`src/rtl/uart_fifo_tx_param.sv`:
```
// UART transmitter with an integrated synchronous FIFO, configurable width, parity and stop bits.
// Optional clear-to-send gating is enabled by defining UART_FIFO_TX_CTS_EN.
module uart_fifo_tx_param #(
    parameter int DATA_BITS    = 8,
    parameter int FIFO_AW      = 4,
    parameter int CLKS_PER_BIT = 868,
    parameter int PARITY       = 0,
    parameter int STOP_BITS    = 1,
    parameter int AF_MARGIN    = 2
) (
    input  logic                 clk_in,
    input  logic                 rst,
    input  logic                 tx_en,
    input  logic                 wr_en,
    input  logic [DATA_BITS-1:0] din,
`ifdef UART_FIFO_TX_CTS_EN
    input  logic                 cts_n,
`endif
    output logic                 full,
    output logic                 almost_full,
    output logic                 empty,
    output logic [FIFO_AW:0]     data_count,
    output logic                 overflow,
    output logic                 busy,
    output logic                 tx_done,
    output logic                 tx_serial_data
);

    localparam int DEPTH = 1 << FIFO_AW;
    localparam int BW    = (CLKS_PER_BIT > 2) ? $clog2(CLKS_PER_BIT) : 1;
    localparam logic [FIFO_AW:0] DEPTH_C   = (FIFO_AW+1)'(DEPTH);
    localparam logic [FIFO_AW:0] AF_THRESH = (FIFO_AW+1)'(DEPTH - AF_MARGIN);
    localparam logic [BW-1:0]    BAUD_LAST = BW'(CLKS_PER_BIT - 1);
    localparam logic [2:0]       DATA_LAST = 3'(DATA_BITS - 1);
    localparam logic [2:0]       STOP_LAST = 3'(STOP_BITS - 1);

    generate
        if (DATA_BITS < 5 || DATA_BITS > 8 || PARITY < 0 || PARITY > 2 ||
            STOP_BITS < 1 || STOP_BITS > 2 || CLKS_PER_BIT < 2 || FIFO_AW < 1) begin : g_bad_param
            $fatal(1, "uart_fifo_tx_param: illegal parameter combination");
        end
    endgenerate

    typedef enum logic [2:0] {IDLE, START, DATA, PAR, STOP} state_t;

    logic [DATA_BITS-1:0] mem [DEPTH];
    logic [FIFO_AW-1:0]   wr_ptr, rd_ptr;
    logic [FIFO_AW:0]     count_next;
    logic                 push, pop;
    logic [DATA_BITS-1:0] head;
    logic                 head_par;

    state_t               state, state_next;
    logic [BW-1:0]        baud_cnt, baud_next;
    logic [2:0]           bit_cnt, bit_next;
    logic [DATA_BITS-1:0] shreg, shreg_next;
    logic                 par_bit, par_next;
    logic                 baud_last, cts_ok, start_ok;

    // A full FIFO refuses pushes even when a pop happens in the same cycle.
    assign push     = wr_en && !full;
    assign head     = mem[rd_ptr];
    assign head_par = (PARITY == 2) ? ^head : ~^head;

    always_comb begin
        count_next = data_count;
        if (push && !pop)
            count_next = data_count + 1'b1;
        else if (pop && !push)
            count_next = data_count - 1'b1;
    end

    always_ff @(posedge clk_in) begin
        if (push)
            mem[wr_ptr] <= din;
    end

    always_ff @(posedge clk_in) begin
        if (rst) begin
            wr_ptr      <= '0;
            rd_ptr      <= '0;
            data_count  <= '0;
            empty       <= 1'b1;
            full        <= 1'b0;
            almost_full <= 1'b0;
            overflow    <= 1'b0;
        end else begin
            if (push)
                wr_ptr <= wr_ptr + 1'b1;
            if (pop)
                rd_ptr <= rd_ptr + 1'b1;
            data_count  <= count_next;
            empty       <= (count_next == '0);
            full        <= (count_next == DEPTH_C);
            almost_full <= (count_next >= AF_THRESH);
            if (wr_en && full)
                overflow <= 1'b1;
        end
    end

`ifdef UART_FIFO_TX_CTS_EN
    logic [1:0] cts_sync;

    always_ff @(posedge clk_in) begin
        if (rst)
            cts_sync <= 2'b11;
        else
            cts_sync <= {cts_sync[0], cts_n};
    end

    assign cts_ok = ~cts_sync[1];
`else
    assign cts_ok = 1'b1;
`endif

    assign start_ok  = tx_en && !empty && cts_ok;
    assign baud_last = (baud_cnt == BAUD_LAST);
    assign busy      = (state != IDLE);

    always_ff @(posedge clk_in) begin
        if (rst) begin
            state    <= IDLE;
            baud_cnt <= '0;
            bit_cnt  <= '0;
            shreg    <= '0;
            par_bit  <= 1'b0;
        end else begin
            state    <= state_next;
            baud_cnt <= baud_next;
            bit_cnt  <= bit_next;
            shreg    <= shreg_next;
            par_bit  <= par_next;
        end
    end

    // The final stop cycle may load the next word directly, so frames run with no idle gap.
    always_comb begin
        state_next     = state;
        baud_next      = baud_last ? '0 : baud_cnt + 1'b1;
        bit_next       = bit_cnt;
        shreg_next     = shreg;
        par_next       = par_bit;
        pop            = 1'b0;
        tx_done        = 1'b0;
        tx_serial_data = 1'b1;
        case (state)
            IDLE: begin
                baud_next = '0;
                bit_next  = '0;
                if (start_ok) begin
                    pop        = 1'b1;
                    shreg_next = head;
                    par_next   = head_par;
                    state_next = START;
                end
            end
            START: begin
                tx_serial_data = 1'b0;
                if (baud_last)
                    state_next = DATA;
            end
            DATA: begin
                tx_serial_data = shreg[0];
                if (baud_last) begin
                    shreg_next = shreg >> 1;
                    if (bit_cnt == DATA_LAST) begin
                        bit_next   = '0;
                        state_next = (PARITY != 0) ? PAR : STOP;
                    end else begin
                        bit_next = bit_cnt + 1'b1;
                    end
                end
            end
            PAR: begin
                tx_serial_data = par_bit;
                if (baud_last)
                    state_next = STOP;
            end
            STOP: begin
                if (baud_last) begin
                    if (bit_cnt == STOP_LAST) begin
                        tx_done  = 1'b1;
                        bit_next = '0;
                        if (start_ok) begin
                            pop        = 1'b1;
                            shreg_next = head;
                            par_next   = head_par;
                            state_next = START;
                        end else begin
                            state_next = IDLE;
                        end
                    end else begin
                        bit_next = bit_cnt + 1'b1;
                    end
                end
            end
            default: state_next = IDLE;
        endcase
    end

endmodule

```
`config.mk`:
```
export PLATFORM = sky130hd
export DESIGN_NAME = uart_fifo_tx_param
export DESIGN_NICKNAME = d
export VERILOG_FILES = /design/src/rtl/uart_fifo_tx_param.sv
export SDC_FILE = /design/constraint.sdc
export NUM_CORES = 1
export LEC_CHECK = 0
export ABC_CLOCK_PERIOD_IN_PS = 3720
export BUFFER_PORTS_ARGS = -buffer_cell sky130_fd_sc_hd__clkbuf_2
export CORE_UTILIZATION = 60
export CTS_BUF_LIST = sky130_fd_sc_hd__clkbuf_16
export CTS_CLUSTER_SIZE = 28
export DETAILED_ROUTE_END_ITERATION = 6
export GPL_TIMING_DRIVEN = 0
export MAX_ROUTING_LAYER = met4
export PLACE_DENSITY = 0.85
export SLEW_MARGIN = 15
export SYNTH_ARGS = -nofsm -noshare
export SYNTH_HDL_FRONTEND = slang
export SYNTH_SLANG_ARGS = --single-unit
```
`constraint.sdc`:
```
create_clock -name clk_in -period 3.72 [get_ports clk_in]
set_input_delay 0.372 -clock clk_in [delete_from_list [all_inputs] [get_ports clk_in]]
set_output_delay 0.372 -clock clk_in [all_outputs]
set_load 0.01 [all_outputs]
```
==> run_results.csv, run 1 <==
group,metric,value,unit
finish,antenna_cells,0,
die,start_util,0.625,
logic_synthesis,ys_seq_area_frac,0.656,
detailed_routing,drc,4,
logic_synthesis,postSynthAreaPerCell,15.3,um2
worst_hold_path,hold_class,"input pin to flop",
worst_setup_path,cp_top_family,"buffers and inverters",
die,ios,24,
status,status,"finished, violations left",
clock_tree,cts-root-buf,"clkbuf_16",
worst_setup_path,endpoint_kind,"flop",
worst_setup_path,path_class,"flop to flop",
logic_synthesis,synth_top_cells_by_area,"edfxtp_1, dfxtp_1, mux4_2, mux4_1, nor2_1",
worst_setup_path,critPathSlowestCell,"buf_1",
grt,grt_use_total,0.256,
placement,dp_hpwl,9.35,mm
timing,finalHoldViolCount,0,
logic_synthesis,synth-seq-cells,174,
die,dieWidth,112,um
worst_setup_path,crit_top_cell,"xnor2_1",
placement,place_ws,956,ps
clock_tree,cts_setup_buffers,0,
worst_setup_path,crit_arrival,3020,ps
timing,setup-violations-final,0,
power_and_ir_drop,peakVddDrop,0.514,mV
timing,rsz0062_at_grt,"no",
placement,dpl_cell_area,0.00755,mm2
logic_synthesis,synth_ff_type,"edfxtp_1",
finish,drive_above_1_share,0.193,
clock_tree,clockBufferDepth,2,
detailed_routing,drtAntennaViolNets,0,
worst_setup_path,required,4060,ps
timing,finalCritPeriodShare,0.720,
detailed_routing,vias_per_cell,6.18,
die,die-area,0.0125,mm2
worst_setup_path,worstPathCellList,"buf_1, mux4_2, a22oi_1, nand2_1, xnor2_1, xnor2_1, xnor2_1, o31ai_2",
timing,tns,0,ps
worst_setup_path,cp_num_buf_inv,1,
logic_synthesis,async_flop_share,0,
grt,grt_pass1_vias,4093,
finish,fill_cells,724,
worst_setup_path,critPathMaxStageDelay,560,ps
placement,gp_congestion,0.900,
clock_tree,path_clk_slew,60,ps
clock_tree,clock_sinks,174,
timing,fin_crit,2680,ps
finish,area.growth.synth_to_final,12.8,%
grt,gr-total-overflow,0,
clock_tree,clock_latency,440,ps
timing,tightest_slew,877,ps
grt,antenna_found_initial,0,
die,core,0.0116,mm2
grt,grt_first_pass_wirelength,22.5,mm
power_and_ir_drop,leakage,2.85,nW
clock_tree,cts-buffers-inserted,17,
timing,finClkSkew,17.9,ps
logic_synthesis,yosys_warnings,0,
detailed_routing,wl_per_cell,21.4,um
clock_tree,cts_tree,"built",
detailed_routing,wl,14.4,mm
logic_synthesis,netlist.area_leader.share,0.530,
worst_setup_path,cp-start-kind,"flop",
logic_synthesis,synth_edf_count,128,
detailed_routing,initialDrtViolationCount,504,
placement,port_buffers,22,
timing,clock.fmax,373,MHz
job,drv_cap,0,
logic_synthesis,yosysTopAreaCell,"edfxtp_1",
detailed_routing,drt-pass1-iter-count,7,
timing,relSlewSlack,0.413,
logic_synthesis,synth_cells,475,
finish,fin_util,0.705,
power_and_ir_drop,p_per_area,588,mW/mm2
finish,final_nets,539,
worst_setup_path,worstPathMaxFanout,10,
clock_tree,cts_hold_buffers,0,
logic_synthesis,ys_types,56,
timing,setup_ws,1040,ps
timing,slew_violations,0,
logic_synthesis,syn_nets,498,
clock_tree,cts_resized,0,
grt,grt_start_max_net_pins,17,
timing,hold-worst-slack,178,ps
detailed_routing,vias,4147,
finish,design_area,0.00819,mm2
status,violations,"design-rule violations",
die,rows,39,
clock_tree,h-tree-depth,4,
die,die_h,112,um
logic_synthesis,netlist_area,0.00726,mm2
==> cell type report <==
cell class	instances	area [um2]	area share
Tap cell	143	179	0.0219
Sequential cell	174	4760	0.582
Clock buffer	17	425	0.0520
Timing Repair Buffer	22	110	0.0134
Inverter	9	33.8	0.00413
Clock inverter	14	194	0.0237
Buffer	21	153	0.0186
Multi-Input combinational cell	271	2330	0.284
==> cells in the mapped netlist (3+ instances only) <==
cell type,instances
xnor2_1,13
mux4_2,22
edfxtp_1,128
buf_6,3
ha_1,11
nand2b_1,5
a22oi_1,18
xor2_1,12
mux4_1,10
dfxtp_1,46
nor2_1,62
nand3_1,9
inv_1,9
nor3_1,6
nor2b_1,5
mux2i_1,10
nand2_1,24
o21ai_0,3
nand4_1,4
clkbuf_1,8
a21oi_1,10
mux2_2,7
nor3b_1,4
nand3b_1,4
==> sequential cells by signal, indices dropped and copies added (netlist names), named ones only <==
| name | cells |
|---|---|
| state | 3 |
| mem | 128 |
| wr_ptr | 4 |
| rd_ptr | 4 |
| shreg | 8 |
| almost_full | 1 |
| data_count | 5 |
| overflow | 1 |
| par_bit | 1 |
| bit_cnt | 3 |
| full | 1 |
| empty | 1 |
| baud_cnt | 10 |
==> routing by layer <==
layer  track usage  share of wire
met4        0.0871          0.019
met2         0.421           0.51
met3        0.0501          0.050
met1         0.322           0.42
met5             -              0
==> worst paths after layout <==
check                   start           to  slack, ps  depth (start not counted)
setup / recovery         flop      par_bit       1040                          8
hold reg to reg   baud_cnt[0]  baud_cnt[0]        460                          1
setup reg to reg         flop      par_bit       1040                          8
hold / removal            rst      par_bit        180                          2
==> report_power, final <==
group	switching, mW	total, mW	internal (mW)
clock network	0.733	1.86	1.12
logic	0.390	0.737	0.347
registers	0.0568	2.22	2.16
==> layout by cell type (no fill, tap or decap), types with 3 or more instances in the layout <==
master,netlist,routed
edfxtp_1,128,128
nor2_1,62,62
dfxtp_1,46,46
nand2_1,24,24
mux4_2,22,22
clkbuf_2,0,22
a22oi_1,18,18
clkbuf_16,0,17
xnor2_1,13,13
xor2_1,12,12
inv_1,9,11
ha_1,11,11
a21oi_1,10,10
mux2i_1,10,10
mux4_1,10,10
nand3_1,9,9
clkbuf_1,8,8
mux2_2,7,7
nor2b_1,5,5
nand2b_1,5,5
nor3b_1,4,4
nor3_2,0,4
nand4_1,4,4
nand3b_1,4,4
bufinv_16,0,4
buf_6,3,3
o21ai_0,3,3
clkinvlp_4,0,3
==> metrics by stage <==
stage,cells,power (mW)
final,671,4.81
after global routing,671,4.98
after CTS,671,4.83
after detailed placement,640,2.98
after global placement,640,2.95
after floorplan,475,2.80
==> cells by family (layout without fill, tap and decap cells) <==
family / Yosys count / after routing / share of synthesized area
xor gates and xnor gates: 25 / 25 / 0.0302
and+or+nand+nor: 138 / 138 / 0.0921
AOI/OAI and AO/OA: 46 / 46 / 0.0448
adders and majority gates: 13 / 13 / 0.0217
muxes: 49 / 49 / 0.129
buffers and inverters: 30 / 83 / 0.0257
DFF: 174 / 174 / 0.656
No activity file was read; power rests on OpenSTA's default activity.
==> run 2, diff against run 1 <==
--- a/config.mk
+++ b/config.mk
@@ -5,15 +5,16 @@
 export SDC_FILE = /design/constraint.sdc
 export NUM_CORES = 1
 export LEC_CHECK = 0
-export ABC_CLOCK_PERIOD_IN_PS = 3720
+export ABC_AREA = 1
+export ABC_CLOCK_PERIOD_IN_PS = 2200
 export BUFFER_PORTS_ARGS = -buffer_cell sky130_fd_sc_hd__clkbuf_2
-export CORE_UTILIZATION = 60
+export CORE_UTILIZATION = 56
 export CTS_BUF_LIST = sky130_fd_sc_hd__clkbuf_16
 export CTS_CLUSTER_SIZE = 28
 export DETAILED_ROUTE_END_ITERATION = 6
 export GPL_TIMING_DRIVEN = 0
 export MAX_ROUTING_LAYER = met4
-export PLACE_DENSITY = 0.85
+export PLACE_DENSITY = 0.84
 export SLEW_MARGIN = 15
 export SYNTH_ARGS = -nofsm -noshare
 export SYNTH_HDL_FRONTEND = slang
==> constraint.sdc (replaced) <==
create_clock -name clk_in -period 2.2 [get_ports clk_in]
set_input_delay 0.22 -clock clk_in [delete_from_list [all_inputs] [get_ports clk_in]]
set_output_delay 0.22 -clock clk_in [all_outputs]
set_load 0.01 [all_outputs]
==> run 2 against run 1 <==
Against the previous run:
- the run now ends clean
- via count is 46% higher
- hold slack got worse by 120 ps
- cell count up 64%
- flip-flop and latch count stayed put
- clock-buffer cell count unchanged
- sequential power is 78% higher
- sequential share of layout area decreased by 4.6 points
- critical path type unchanged
- largest cell class unchanged
- largest power group unchanged
==> run_results.csv, run 2 <==
group,metric,value,unit
timing,slew_violations,0,
finish,finalNonFillerCells,1101,
worst_setup_path,reg2reg_slack,140,ps
clock_tree,path_clk_slew,80,ps
detailed_routing,drc,0,
worst_setup_path,critPathMaxStageDelay,330,ps
timing,tns,0,ps
logic_synthesis,netlist.area_leader.share,0.488,
logic_synthesis,syn_nets,889,
worst_setup_path,critPathSlowestCell,"dfxtp_1",
grt,gr-total-overflow,0,
timing,setup_ws,140,ps
worst_setup_path,worstPathMaxFanout,10,
finish,fill_cells,1015,
timing,finClkSkew,11.5,ps
logic_synthesis,ys_types,33,
die,rows,42,
logic_synthesis,synth_commonest_cells,"nand2_1, edfxtp_1, inv_1",
logic_synthesis,netlist_area,0.00787,mm2
die,dieWidth,121,um
finish,final_nets,935,
finish,largestRegisters,"mem (128), baud_cnt (10), shreg (8)",
detailed_routing,initialDrtViolationCount,627,
worst_setup_path,crit_top_cell,"nand2_1",
placement,port_buffers,22,
die,ios,24,
logic_synthesis,yosysMostFrequentCell,"nand2_1",
clock_tree,h-tree-depth,4,
timing,finalHoldViolCount,0,
timing,clock.fmax,486,MHz
power_and_ir_drop,p_per_area,1140,mW/mm2
die,start_util,0.585,
logic_synthesis,synth_cells,866,
status,status,"finished, final reports clean",
logic_synthesis,synth_edf_count,128,
clock_tree,clock_sinks,174,
logic_synthesis,yosysTopAreaCell,"edfxtp_1",
grt,grt_first_pass_wirelength,27.8,mm
grt,grt_use_total,0.266,
placement,dp_hpwl,11.3,mm
finish,most-common-layout-cells,"nand2_1, edfxtp_1, inv_1",
logic_synthesis,async_flop_share,0,
clock_tree,cts_tree,"built",
worst_setup_path,cp_top_family,"simple AND/OR/NAND/NOR gates",
worst_hold_path,hold_class,"input pin to flop",
worst_setup_path,required,2530,ps
finish,largest_reg_flops,128,
die,die-area,0.0145,mm2
placement,gp_congestion,0.860,
detailed_routing,drt-pass1-iter-count,6,
placement,place_ws,35.8,ps
finish,fin_util,0.662,
placement,dpl_cell_area,0.00820,mm2
die,core,0.0135,mm2
worst_setup_path,worstPathCellList,"clkbuf_4, clkinvlp_4, clkbuf_4, nand3_1, nand3_1, nand2_1, inv_1, nand2_1, nand2_1, nand2_1, nand2_1, nand2_1, nand3_1, nand2_1, inv_1",
timing,tightest_slew,1080,ps
worst_setup_path,path_class,"flop to flop",
finish,area.growth.synth_to_final,13.1,%
logic_synthesis,synth_top_cells_by_area,"edfxtp_1, nand2_1, dfxtp_1, nand3_1, inv_1",
power_and_ir_drop,peakVddDrop,0.739,mV
timing,rsz0062_at_grt,"no",
clock_tree,cts-root-buf,"clkbuf_16",
worst_setup_path,cp-start-kind,"flop",
detailed_routing,wl_per_cell,16.1,um
logic_synthesis,postSynthAreaPerCell,9.09,um2
logic_synthesis,yosys_warnings,0,
timing,fin_crit,2060,ps
logic_synthesis,synth_ff_type,"edfxtp_1",
finish,regMostFlops,"mem",
timing,finalCritPeriodShare,0.936,
job,drv_cap,0,
finish,antenna_cells,0,
detailed_routing,vias_per_cell,5.50,
clock_tree,cts-buffers-inserted,17,
clock_tree,clockBufferDepth,2,
worst_setup_path,endpoint_kind,"flop",
finish,final_common_cell,"nand2_1",
detailed_routing,wl,17.7,mm
worst_setup_path,crit_arrival,2390,ps
die,die_h,121,um
grt,grt_pass1_vias,5587,
logic_synthesis,ys_seq_area_frac,0.605,
timing,relSlewSlack,0.277,
worst_setup_path,cp_num_buf_inv,5,
power_and_ir_drop,leakage,3.87,nW
clock_tree,cts_hold_buffers,0,
timing,setup-violations-final,0,
grt,grt_start_max_net_pins,21,
finish,design_area,0.00890,mm2
finish,drive_above_1_share,0.126,
detailed_routing,drtAntennaViolNets,0,
grt,antenna_found_initial,0,
detailed_routing,vias,6060,
logic_synthesis,synth-seq-cells,174,
clock_tree,clock_latency,440,ps
placement,dp.cells,1064,
run 2: what timing repair did:
item                                    in CTS  in global routing
endpoints found under the setup margin       0                 34
resized for setup                            0                 29
buffers inserted                             0                  5
run 2: area by class of cell:
type | instances | area, um2 | share of cell area
Sequential cell | 174 | 4770 | 0.536
Multi-Input combinational cell | 543 | 2500 | 0.281
Inverter | 121 | 462 | 0.0519
Clock buffer | 17 | 425 | 0.0478
Tap cell | 176 | 220 | 0.0247
Buffer | 28 | 195 | 0.0219
Clock inverter | 15 | 184 | 0.0207
Timing Repair Buffer | 27 | 148 | 0.0166
run 2: worst min-delay path: stages:
cell      delay (ps)
clkbuf_2         100
a21oi_1           60
nor2_1            70
run 2: where the power goes:
| part | total, mW | switching [mW] | internal [mW] |
|---|---|---|---|
| Combinational | 3.22 | 2.16 | 1.06 |
| Clock | 3.00 | 1.46 | 1.55 |
| Sequential | 3.96 | 0.171 | 3.79 |
run 2: cells by family (layout without fill, tap and decap cells):
kind of cell	Yosys count	in the layout	synth area share
compound gates	67	67	0.0461
xor+xnor	9	9	0.0100
fa+ha+maj	11	11	0.0175
buf+inv	149	208	0.0790
flops	174	174	0.605
simple gates	456	456	0.242
run 2: final timing paths:
kind / start / endpoint / cells after the start
setup / recovery: flop / par_bit / 15
hold / removal: wr_en / overflow / 3
setup reg to reg: flop / par_bit / 15
hold reg to reg: baud_cnt[0] / baud_cnt[0] / 1
run 2: stage by stage:
stage / hold WS [ps] / power (mW)
after floorplan: 319 / 6.28
after global placement: 428 / 7.01
after detailed placement: 451 / 7.10
after CTS: 48.9 / 10.1
after global routing: 80.0 / 10.7
final: 54.3 / 10.2
run 2: per-layer routing:
layer  wire length [um]  global-route usage
met5                  0                   -
met4                444               0.112
met3               1970              0.0637
met2               8340               0.411
met1               6970               0.339
